File: src/rtl/execute_stage_if.sv
// execute_stage_if: ID/EX operands and controls in, EX/MEM register outputs and stall back out
interface execute_stage_if;
   logic [1:0] curr_state;
   logic MemtoReg, RegWrite, MemRead, MemWrite;
   logic branch, jump, DX_jal;
   logic [2:0] ALUctr;
   logic [31:0] A, B;
   logic [15:0] imm;
   logic [31:0] NPC, JT, DX_jaladdr, DX_swaddr;
   logic [4:0] RD;
   logic XM_MemtoReg, XM_RegWrite, XM_MemRead, XM_MemWrite;
   logic [31:0] XM_ALUout, XM_MD;
   logic [4:0] XM_RD;
   logic XM_taken;
   logic [31:0] XM_target;
   logic stall;
   modport master (
      output curr_state, MemtoReg, RegWrite, MemRead, MemWrite, branch, jump, DX_jal,
             ALUctr, A, B, imm, NPC, JT, DX_jaladdr, DX_swaddr, RD,
      input  XM_MemtoReg, XM_RegWrite, XM_MemRead, XM_MemWrite, XM_ALUout, XM_MD,
             XM_RD, XM_taken, XM_target, stall
   );
   modport slave (
      input  curr_state, MemtoReg, RegWrite, MemRead, MemWrite, branch, jump, DX_jal,
             ALUctr, A, B, imm, NPC, JT, DX_jaladdr, DX_swaddr, RD,
      output XM_MemtoReg, XM_RegWrite, XM_MemRead, XM_MemWrite, XM_ALUout, XM_MD,
             XM_RD, XM_taken, XM_target, stall
   );
endinterface

File: src/rtl/execute_stage.sv
// execute_stage: MIPS EX stage with ALU, branch/jump redirect and iterative shift-add multiplier
module execute_stage #(
   parameter int MUL_CYCLES = 32
) (
   input logic clk,
   input logic rst,
   execute_stage_if.slave bus
);
   typedef enum logic {S_IDLE, S_MUL} state_t;
   state_t state, state_nx;
   logic run, is_mul, last, taken;
   logic [4:0] cnt, l_rd;
   logic [31:0] mcand, mplier, prod, prod_nx, alu, br_target, target, l_md;
   logic l_m2r, l_rw, l_mr, l_mw;

   assign run = bus.curr_state == 2'b01;
   assign is_mul = bus.ALUctr == 3'd5;
   assign last = cnt == 5'(MUL_CYCLES - 1);
   assign prod_nx = prod + (mplier[0] ? mcand : 32'd0);
   assign bus.stall = state == S_MUL;

   always_ff @(posedge clk or posedge rst)
      if (rst) state <= S_IDLE;
      else if (run) state <= state_nx;

   always_comb begin
      state_nx = state;
      state_nx = state == S_IDLE ? (is_mul ? S_MUL : S_IDLE) : (last ? S_IDLE : S_MUL);
   end

   always_comb begin
      alu = bus.ALUctr == 3'd0 ? bus.A + bus.B :
            bus.ALUctr == 3'd1 ? bus.A - bus.B :
            bus.ALUctr == 3'd2 ? bus.A & bus.B :
            bus.ALUctr == 3'd3 ? bus.A | bus.B :
            bus.ALUctr == 3'd4 ? {31'd0, $signed(bus.A) < $signed(bus.B)} :
            bus.ALUctr == 3'd6 ? bus.A - bus.B : 32'd0;
      br_target = bus.NPC + {{14{bus.imm[15]}}, bus.imm, 2'b00};
      taken = bus.DX_jal | bus.jump | (bus.branch && bus.A == bus.B);
      target = bus.DX_jal ? bus.DX_jaladdr : bus.jump ? bus.JT : taken ? br_target : 32'd0;
   end

   always_ff @(posedge clk or posedge rst)
      if (rst) begin
         {mcand, mplier, prod, cnt} <= '0;
         {l_m2r, l_rw, l_mr, l_mw, l_rd, l_md} <= '0;
         {bus.XM_MemtoReg, bus.XM_RegWrite, bus.XM_MemRead, bus.XM_MemWrite} <= '0;
         {bus.XM_ALUout, bus.XM_MD, bus.XM_RD, bus.XM_taken, bus.XM_target} <= '0;
      end else if (run) begin
         if (state == S_IDLE && is_mul) begin
            mcand <= bus.A;
            mplier <= bus.B;
            prod <= '0;
            cnt <= '0;
            {l_m2r, l_rw, l_mr, l_mw} <= {bus.MemtoReg, bus.RegWrite, bus.MemRead, bus.MemWrite};
            l_rd <= bus.RD;
            l_md <= bus.DX_swaddr;
            {bus.XM_MemtoReg, bus.XM_RegWrite, bus.XM_MemRead, bus.XM_MemWrite} <= '0;
            {bus.XM_ALUout, bus.XM_MD, bus.XM_RD, bus.XM_taken, bus.XM_target} <= '0;
         end else if (state == S_IDLE) begin
            bus.XM_MemtoReg <= bus.MemtoReg;
            bus.XM_RegWrite <= bus.RegWrite | bus.DX_jal;
            bus.XM_MemRead <= bus.MemRead;
            bus.XM_MemWrite <= bus.MemWrite;
            bus.XM_ALUout <= bus.DX_jal ? bus.NPC : alu;
            bus.XM_MD <= bus.DX_swaddr;
            bus.XM_RD <= bus.DX_jal ? 5'd31 : bus.RD;
            bus.XM_taken <= taken;
            bus.XM_target <= target;
         end else begin
            mcand <= mcand << 1;
            mplier <= mplier >> 1;
            prod <= prod_nx;
            cnt <= cnt + 5'd1;
            // the final add is folded in so the product leaves on the last count edge
            if (last) begin
               {bus.XM_MemtoReg, bus.XM_RegWrite, bus.XM_MemRead, bus.XM_MemWrite} <= {l_m2r, l_rw, l_mr, l_mw};
               bus.XM_ALUout <= prod_nx;
               bus.XM_MD <= l_md;
               bus.XM_RD <= l_rd;
               bus.XM_taken <= 1'b0;
               bus.XM_target <= '0;
            end
         end
      end
endmodule
File: src/flat_wrapper.sv
// flat-port wrapper written by rule: the top's interface ports become plain ports
module execute_stage_flat 
#(
   parameter int MUL_CYCLES = 32
)
  (clk, rst, bus_curr_state, bus_MemtoReg, bus_RegWrite, bus_MemRead, bus_MemWrite, bus_branch, bus_jump, bus_DX_jal, bus_ALUctr, bus_A, bus_B, bus_imm, bus_NPC, bus_JT, bus_DX_jaladdr, bus_DX_swaddr, bus_RD, bus_XM_MemtoReg, bus_XM_RegWrite, bus_XM_MemRead, bus_XM_MemWrite, bus_XM_ALUout, bus_XM_MD, bus_XM_RD, bus_XM_taken, bus_XM_target, bus_stall);
  execute_stage_if bus_i ();
  input logic clk;
  input logic rst;
  input wire logic [$bits(bus_i.curr_state)-1:0] bus_curr_state;
  input wire logic [$bits(bus_i.MemtoReg)-1:0] bus_MemtoReg;
  input wire logic [$bits(bus_i.RegWrite)-1:0] bus_RegWrite;
  input wire logic [$bits(bus_i.MemRead)-1:0] bus_MemRead;
  input wire logic [$bits(bus_i.MemWrite)-1:0] bus_MemWrite;
  input wire logic [$bits(bus_i.branch)-1:0] bus_branch;
  input wire logic [$bits(bus_i.jump)-1:0] bus_jump;
  input wire logic [$bits(bus_i.DX_jal)-1:0] bus_DX_jal;
  input wire logic [$bits(bus_i.ALUctr)-1:0] bus_ALUctr;
  input wire logic [$bits(bus_i.A)-1:0] bus_A;
  input wire logic [$bits(bus_i.B)-1:0] bus_B;
  input wire logic [$bits(bus_i.imm)-1:0] bus_imm;
  input wire logic [$bits(bus_i.NPC)-1:0] bus_NPC;
  input wire logic [$bits(bus_i.JT)-1:0] bus_JT;
  input wire logic [$bits(bus_i.DX_jaladdr)-1:0] bus_DX_jaladdr;
  input wire logic [$bits(bus_i.DX_swaddr)-1:0] bus_DX_swaddr;
  input wire logic [$bits(bus_i.RD)-1:0] bus_RD;
  output wire logic [$bits(bus_i.XM_MemtoReg)-1:0] bus_XM_MemtoReg;
  output wire logic [$bits(bus_i.XM_RegWrite)-1:0] bus_XM_RegWrite;
  output wire logic [$bits(bus_i.XM_MemRead)-1:0] bus_XM_MemRead;
  output wire logic [$bits(bus_i.XM_MemWrite)-1:0] bus_XM_MemWrite;
  output wire logic [$bits(bus_i.XM_ALUout)-1:0] bus_XM_ALUout;
  output wire logic [$bits(bus_i.XM_MD)-1:0] bus_XM_MD;
  output wire logic [$bits(bus_i.XM_RD)-1:0] bus_XM_RD;
  output wire logic [$bits(bus_i.XM_taken)-1:0] bus_XM_taken;
  output wire logic [$bits(bus_i.XM_target)-1:0] bus_XM_target;
  output wire logic [$bits(bus_i.stall)-1:0] bus_stall;
  assign bus_i.curr_state = bus_curr_state;
  assign bus_i.MemtoReg = bus_MemtoReg;
  assign bus_i.RegWrite = bus_RegWrite;
  assign bus_i.MemRead = bus_MemRead;
  assign bus_i.MemWrite = bus_MemWrite;
  assign bus_i.branch = bus_branch;
  assign bus_i.jump = bus_jump;
  assign bus_i.DX_jal = bus_DX_jal;
  assign bus_i.ALUctr = bus_ALUctr;
  assign bus_i.A = bus_A;
  assign bus_i.B = bus_B;
  assign bus_i.imm = bus_imm;
  assign bus_i.NPC = bus_NPC;
  assign bus_i.JT = bus_JT;
  assign bus_i.DX_jaladdr = bus_DX_jaladdr;
  assign bus_i.DX_swaddr = bus_DX_swaddr;
  assign bus_i.RD = bus_RD;
  assign bus_XM_MemtoReg = bus_i.XM_MemtoReg;
  assign bus_XM_RegWrite = bus_i.XM_RegWrite;
  assign bus_XM_MemRead = bus_i.XM_MemRead;
  assign bus_XM_MemWrite = bus_i.XM_MemWrite;
  assign bus_XM_ALUout = bus_i.XM_ALUout;
  assign bus_XM_MD = bus_i.XM_MD;
  assign bus_XM_RD = bus_i.XM_RD;
  assign bus_XM_taken = bus_i.XM_taken;
  assign bus_XM_target = bus_i.XM_target;
  assign bus_stall = bus_i.stall;
  execute_stage #(.MUL_CYCLES(MUL_CYCLES)) u_core (.clk(clk), .rst(rst), .bus(bus_i));
endmodule
File: config.mk
export PLATFORM = sky130hd
export DESIGN_NAME = execute_stage_flat
export DESIGN_NICKNAME = d
export VERILOG_FILES = /design/src/rtl/execute_stage_if.sv /design/src/rtl/execute_stage.sv /design/src/flat_wrapper.sv
export SDC_FILE = /design/constraint.sdc
export NUM_CORES = 1
export LEC_CHECK = 0
export ABC_CLOCK_PERIOD_IN_PS = 14500
export BUFFER_PORTS_ARGS = -buffer_cell sky130_fd_sc_hd__clkbuf_2
export CAP_MARGIN = 20
export CORE_MARGIN = 3
export CORE_UTILIZATION = 50
export DETAILED_ROUTE_END_ITERATION = 8
export GPL_TIMING_DRIVEN = 0
export HOLD_SLACK_MARGIN = 0.05
export PLACE_DENSITY_LB_ADDON = 0.05
export SYNTH_ARGS = -nofsm -noshare
export SYNTH_HDL_FRONTEND = slang
export SYNTH_SLANG_ARGS = --single-unit
File: constraint.sdc
create_clock -name clk -period 14.5 [get_ports clk]
set_input_delay 1.45 -clock clk [delete_from_list [all_inputs] [get_ports clk]]
set_output_delay 1.45 -clock clk [all_outputs]
set_load 0.005 [all_outputs]
==> flow_summary.ini <==
[logic_synthesis]
synth.distinct_cells = 82
synth_warnings = 0
syn_area_mm2 = 0.0191
synth_edf_count = 0
synthArstFlopShare_pct = 100
seq_area_frac_synth_pct = 32.6
yosys-top-cells-area = dfrtp_1 (33%), ha_1 (10%), a21oi_1 (6.0%)
yosys_register_bits = 249
yosys.area.top_type = dfrtp_1
syn_area_per_cell_um2 = 8.43
syn-num-nets = 2658
synth_top_flop_cell = dfrtp_1
synth_top_area_share_pct = 32.6
synthCells = 2268

[timing]
worst_slew_pin_slew_ps = 1210
finClkSkew_ps = 32.3
period_needed_ps = 4990
relSlewSlack_pct = 18.4
setup_violations = 0
slew_violations = 0
max_freq_mhz = 200
final-hold-violation-count = 0
setup_tns_ps = 0
finalCritPeriodShare_pct = 34.4
grt_setup_unrepaired = false

[routing]
vias_per_cell = 6.39
antenna_left = 0
vias = 20200
firstDrtPassIters = 7
drtIter0Drc = 2059
drt_wl_total_mm = 82.6
drc = 0
wl_per_cell_um = 26.1

[setup_path]
rr_endpoint = u_core.bus.XM_ALUout[30]$_DFFE_PP0P_
rrSetupSlack_ps = 9940
required_ps = 15000
reg2reg_depth = 14
path_max_fanout = 5
r2r_start = u_core.mplier[0]$_DFFE_PP0P_
crit_arrival_ps = 5490
critPathKind = input port to flip-flop
setup.worst_path.end_class = flip-flop
worstSetupStartpoint = bus_A[0]
crit_path_start_kind = input port
endpoint = u_core.bus.XM_ALUout[0]$_DFFE_PP0P_

[global_route]
met2_usage_pct = 63.1
use_met3_pct = 6.05
grt_pass1_vias = 19400
grt-busiest-layer = met2
antenna_found_initial = 0
grt_overflow = 0
met1_usage_pct = 50.9
track_usage_pct = 39.1
grt_max_degree = 107
grt_pass1_wl_mm = 122

[final_layout]
fin_nets = 3023
most-common-layout-cells = clkbuf_2 (331), nor2_1 (260), dfrtp_1 (249), a21oi_1 (231), nand2_1 (169)
syn_to_final_growth_pct = 17.2
diodes = 0
drive_gt1_share_pct = 17.2
final_common_cell = clkbuf_2
fin_area_mm2 = 0.0224
postLayoutCoreUtil_pct = 59.5

[placement]
dp_hpwl_mm = 66.1
post_dp_cell_area_mm2 = 0.0215
port_buffers = 331
place.gp.congestion = 0.989

[clock_tree]
cts_tree = done
h-tree-depth = 1
clkSlewWorstSetupHoldPaths_ps = 70
clk_path_buf_depth = 3
postCtsSetupRepairBufs = 0
cts_resized = 0
cts.sink_count = 249
cts_root_buf = clkbuf_16
cts_buffers = 29
insertion_delay_ps = 600
ctsHoldBuffers = 0

[power]
powerDensity_mw_per_mm2 = 182
p_comb_share_pct = 52.8
p_leak_uw = 0.0102
vdd_drop_max_mv = 0.0988
p_sw_share_pct = 44.7
p_sw_uw = 1820
clkPwrFrac_pct = 17.9
power_frac_seq_pct = 29.3
p_int_uw = 2260

[floorplan]
die_h_um = 202
start_util_pct = 50.8
num_rows = 71
die_x_um = 202
die_area_mm2 = 0.0406
core_mm2 = 0.0377
io_pins = 334

[min_path]
min-delay-path-class = flip-flop to flip-flop

[status]
status = finished, final reports clean

[flow_run]
max_cap_violations = 0
==> critical path, cell delays in order <==
cell,delay [ps]
clkbuf_2,150
inv_1,120
ha_1,190
fa_1,250
nor3_1,130
o31ai_2,470
a211oi_1,230
o31ai_1,340
nand3_1,190
a31oi_2,360
and3b_1,260
o41ai_1,850
a31oi_1,310
o21ai_1,190
==> kinds of logic (layout without fill, tap and decap cells) <==
logic type | count (synthesis) | after routing | share of synthesized area [%]
buffers and inverters | 248 | 632 | 4.91
flip-flops | 249 | 249 | 32.6
adder cells (fa/ha/maj) | 163 | 163 | 10.8
AND/OR/NAND/NOR | 634 | 634 | 14.8
multiplexers | 119 | 119 | 6.50
AO/OA/AOI/OAI | 782 | 782 | 27.0
XOR/XNOR | 73 | 73 | 3.34
==> metal layers <==
layer | routed length (um) | vias to the layer above | part of all wire (%)
li1 | - | 8979 | -
met1 | 32600 | 9785 | 40
met2 | 37400 | 1224 | 45
met3 | 7340 | 220 | 8.9
met4 | 5160 | 0 | 6.2
met5 | 0 | - | 0
==> per-stage QoR <==
step / hold slack [ps] / cells / total power, uW / setup WS [ps]
final: 480 / 3163 / 4080 / 9510
after global placement: 459 / 3110 / 3250 / 3260
after global routing: 501 / 3163 / 4310 / 9310
after detailed placement: 466 / 3113 / 3300 / 9080
after CTS: 479 / 3163 / 4030 / 9640
after floorplan: 455 / 2268 / 2530 / 6210
==> cell usage after synthesis (all sizes together) (12+ instances only) <==
| library cell | instances |
|---|---|
| o31ai | 28 |
| nand3 | 28 |
| a31oi | 32 |
| and2 | 37 |
| nand2b | 22 |
| a22o | 16 |
| a221o | 14 |
| ha | 159 |
| o211ai | 25 |
| a21o | 42 |
| nand2 | 169 |
| nor2 | 261 |
| mux2 | 41 |
| o21bai | 30 |
| o21ai | 176 |
| inv | 110 |
| mux2i | 78 |
| xor2 | 14 |
| a221oi | 48 |
| buf | 18 |
| o221ai | 16 |
| nor3 | 37 |
| clkbuf | 117 |
| a21oi | 233 |
| nand4 | 12 |
| dfrtp | 249 |
| and3 | 17 |
| xnor2 | 59 |
| a211oi | 24 |
==> cell type report <==
cell class | instances | area, um2
inverter | 113 | 432
fill | 3471 | 15200
clock inverter | 11 | 131
sequential | 249 | 6230
timing repair buffer | 334 | 1720
tap | 511 | 639
buffer | 135 | 514
multi-input combinational | 1771 | 12000
clock buffer | 39 | 793
==> power groups by stage <==
| stage | logic (uW) | clock network, uW | registers, uW |
|---|---|---|---|
| 2_1_floorplan | 1400 | 0 | 1140 |
| 3_3_place_gp | 2060 | 0 | 1180 |
| 3_5_place_dp | 2110 | 0 | 1200 |
| 4_1_cts | 2120 | 733 | 1190 |
| 5_1_grt | 2340 | 759 | 1220 |
| 6_report | 2150 | 729 | 1200 |
==> flip-flops by register name (all words and copies together), names as in the netlist, 32 cells and up <==
register	count
u_core.bus.XM_ALUout	32
u_core.bus.XM_target	32
u_core.l_md	32
u_core.bus.XM_MD	32
u_core.mcand	32
u_core.mplier	32
u_core.prod	32
==> worst min-delay path by stage <==
stage	startpoint	cells past startpoint	end	slack, ps
6_report	u_core.bus.XM_target[16]$_DFFE_PP0P_	2	u_core.bus.XM_target[16]$_DFFE_PP0P_	480
3_3_place_gp	u_core.bus.XM_target[12]$_DFFE_PP0P_	2	u_core.bus.XM_target[12]$_DFFE_PP0P_	460
3_5_place_dp	u_core.bus.XM_MD[13]$_DFFE_PP0P_	2	u_core.bus.XM_MD[13]$_DFFE_PP0P_	470
2_1_floorplan	u_core.prod[24]$_DFFE_PP0P_	2	u_core.prod[24]$_DFFE_PP0P_	460
4_1_cts	u_core.bus.XM_MD[13]$_DFFE_PP0P_	2	u_core.bus.XM_MD[13]$_DFFE_PP0P_	480
5_1_grt	u_core.bus.XM_MD[13]$_DFFE_PP0P_	2	u_core.bus.XM_MD[13]$_DFFE_PP0P_	500
Power figures use the tool's default switching activity.
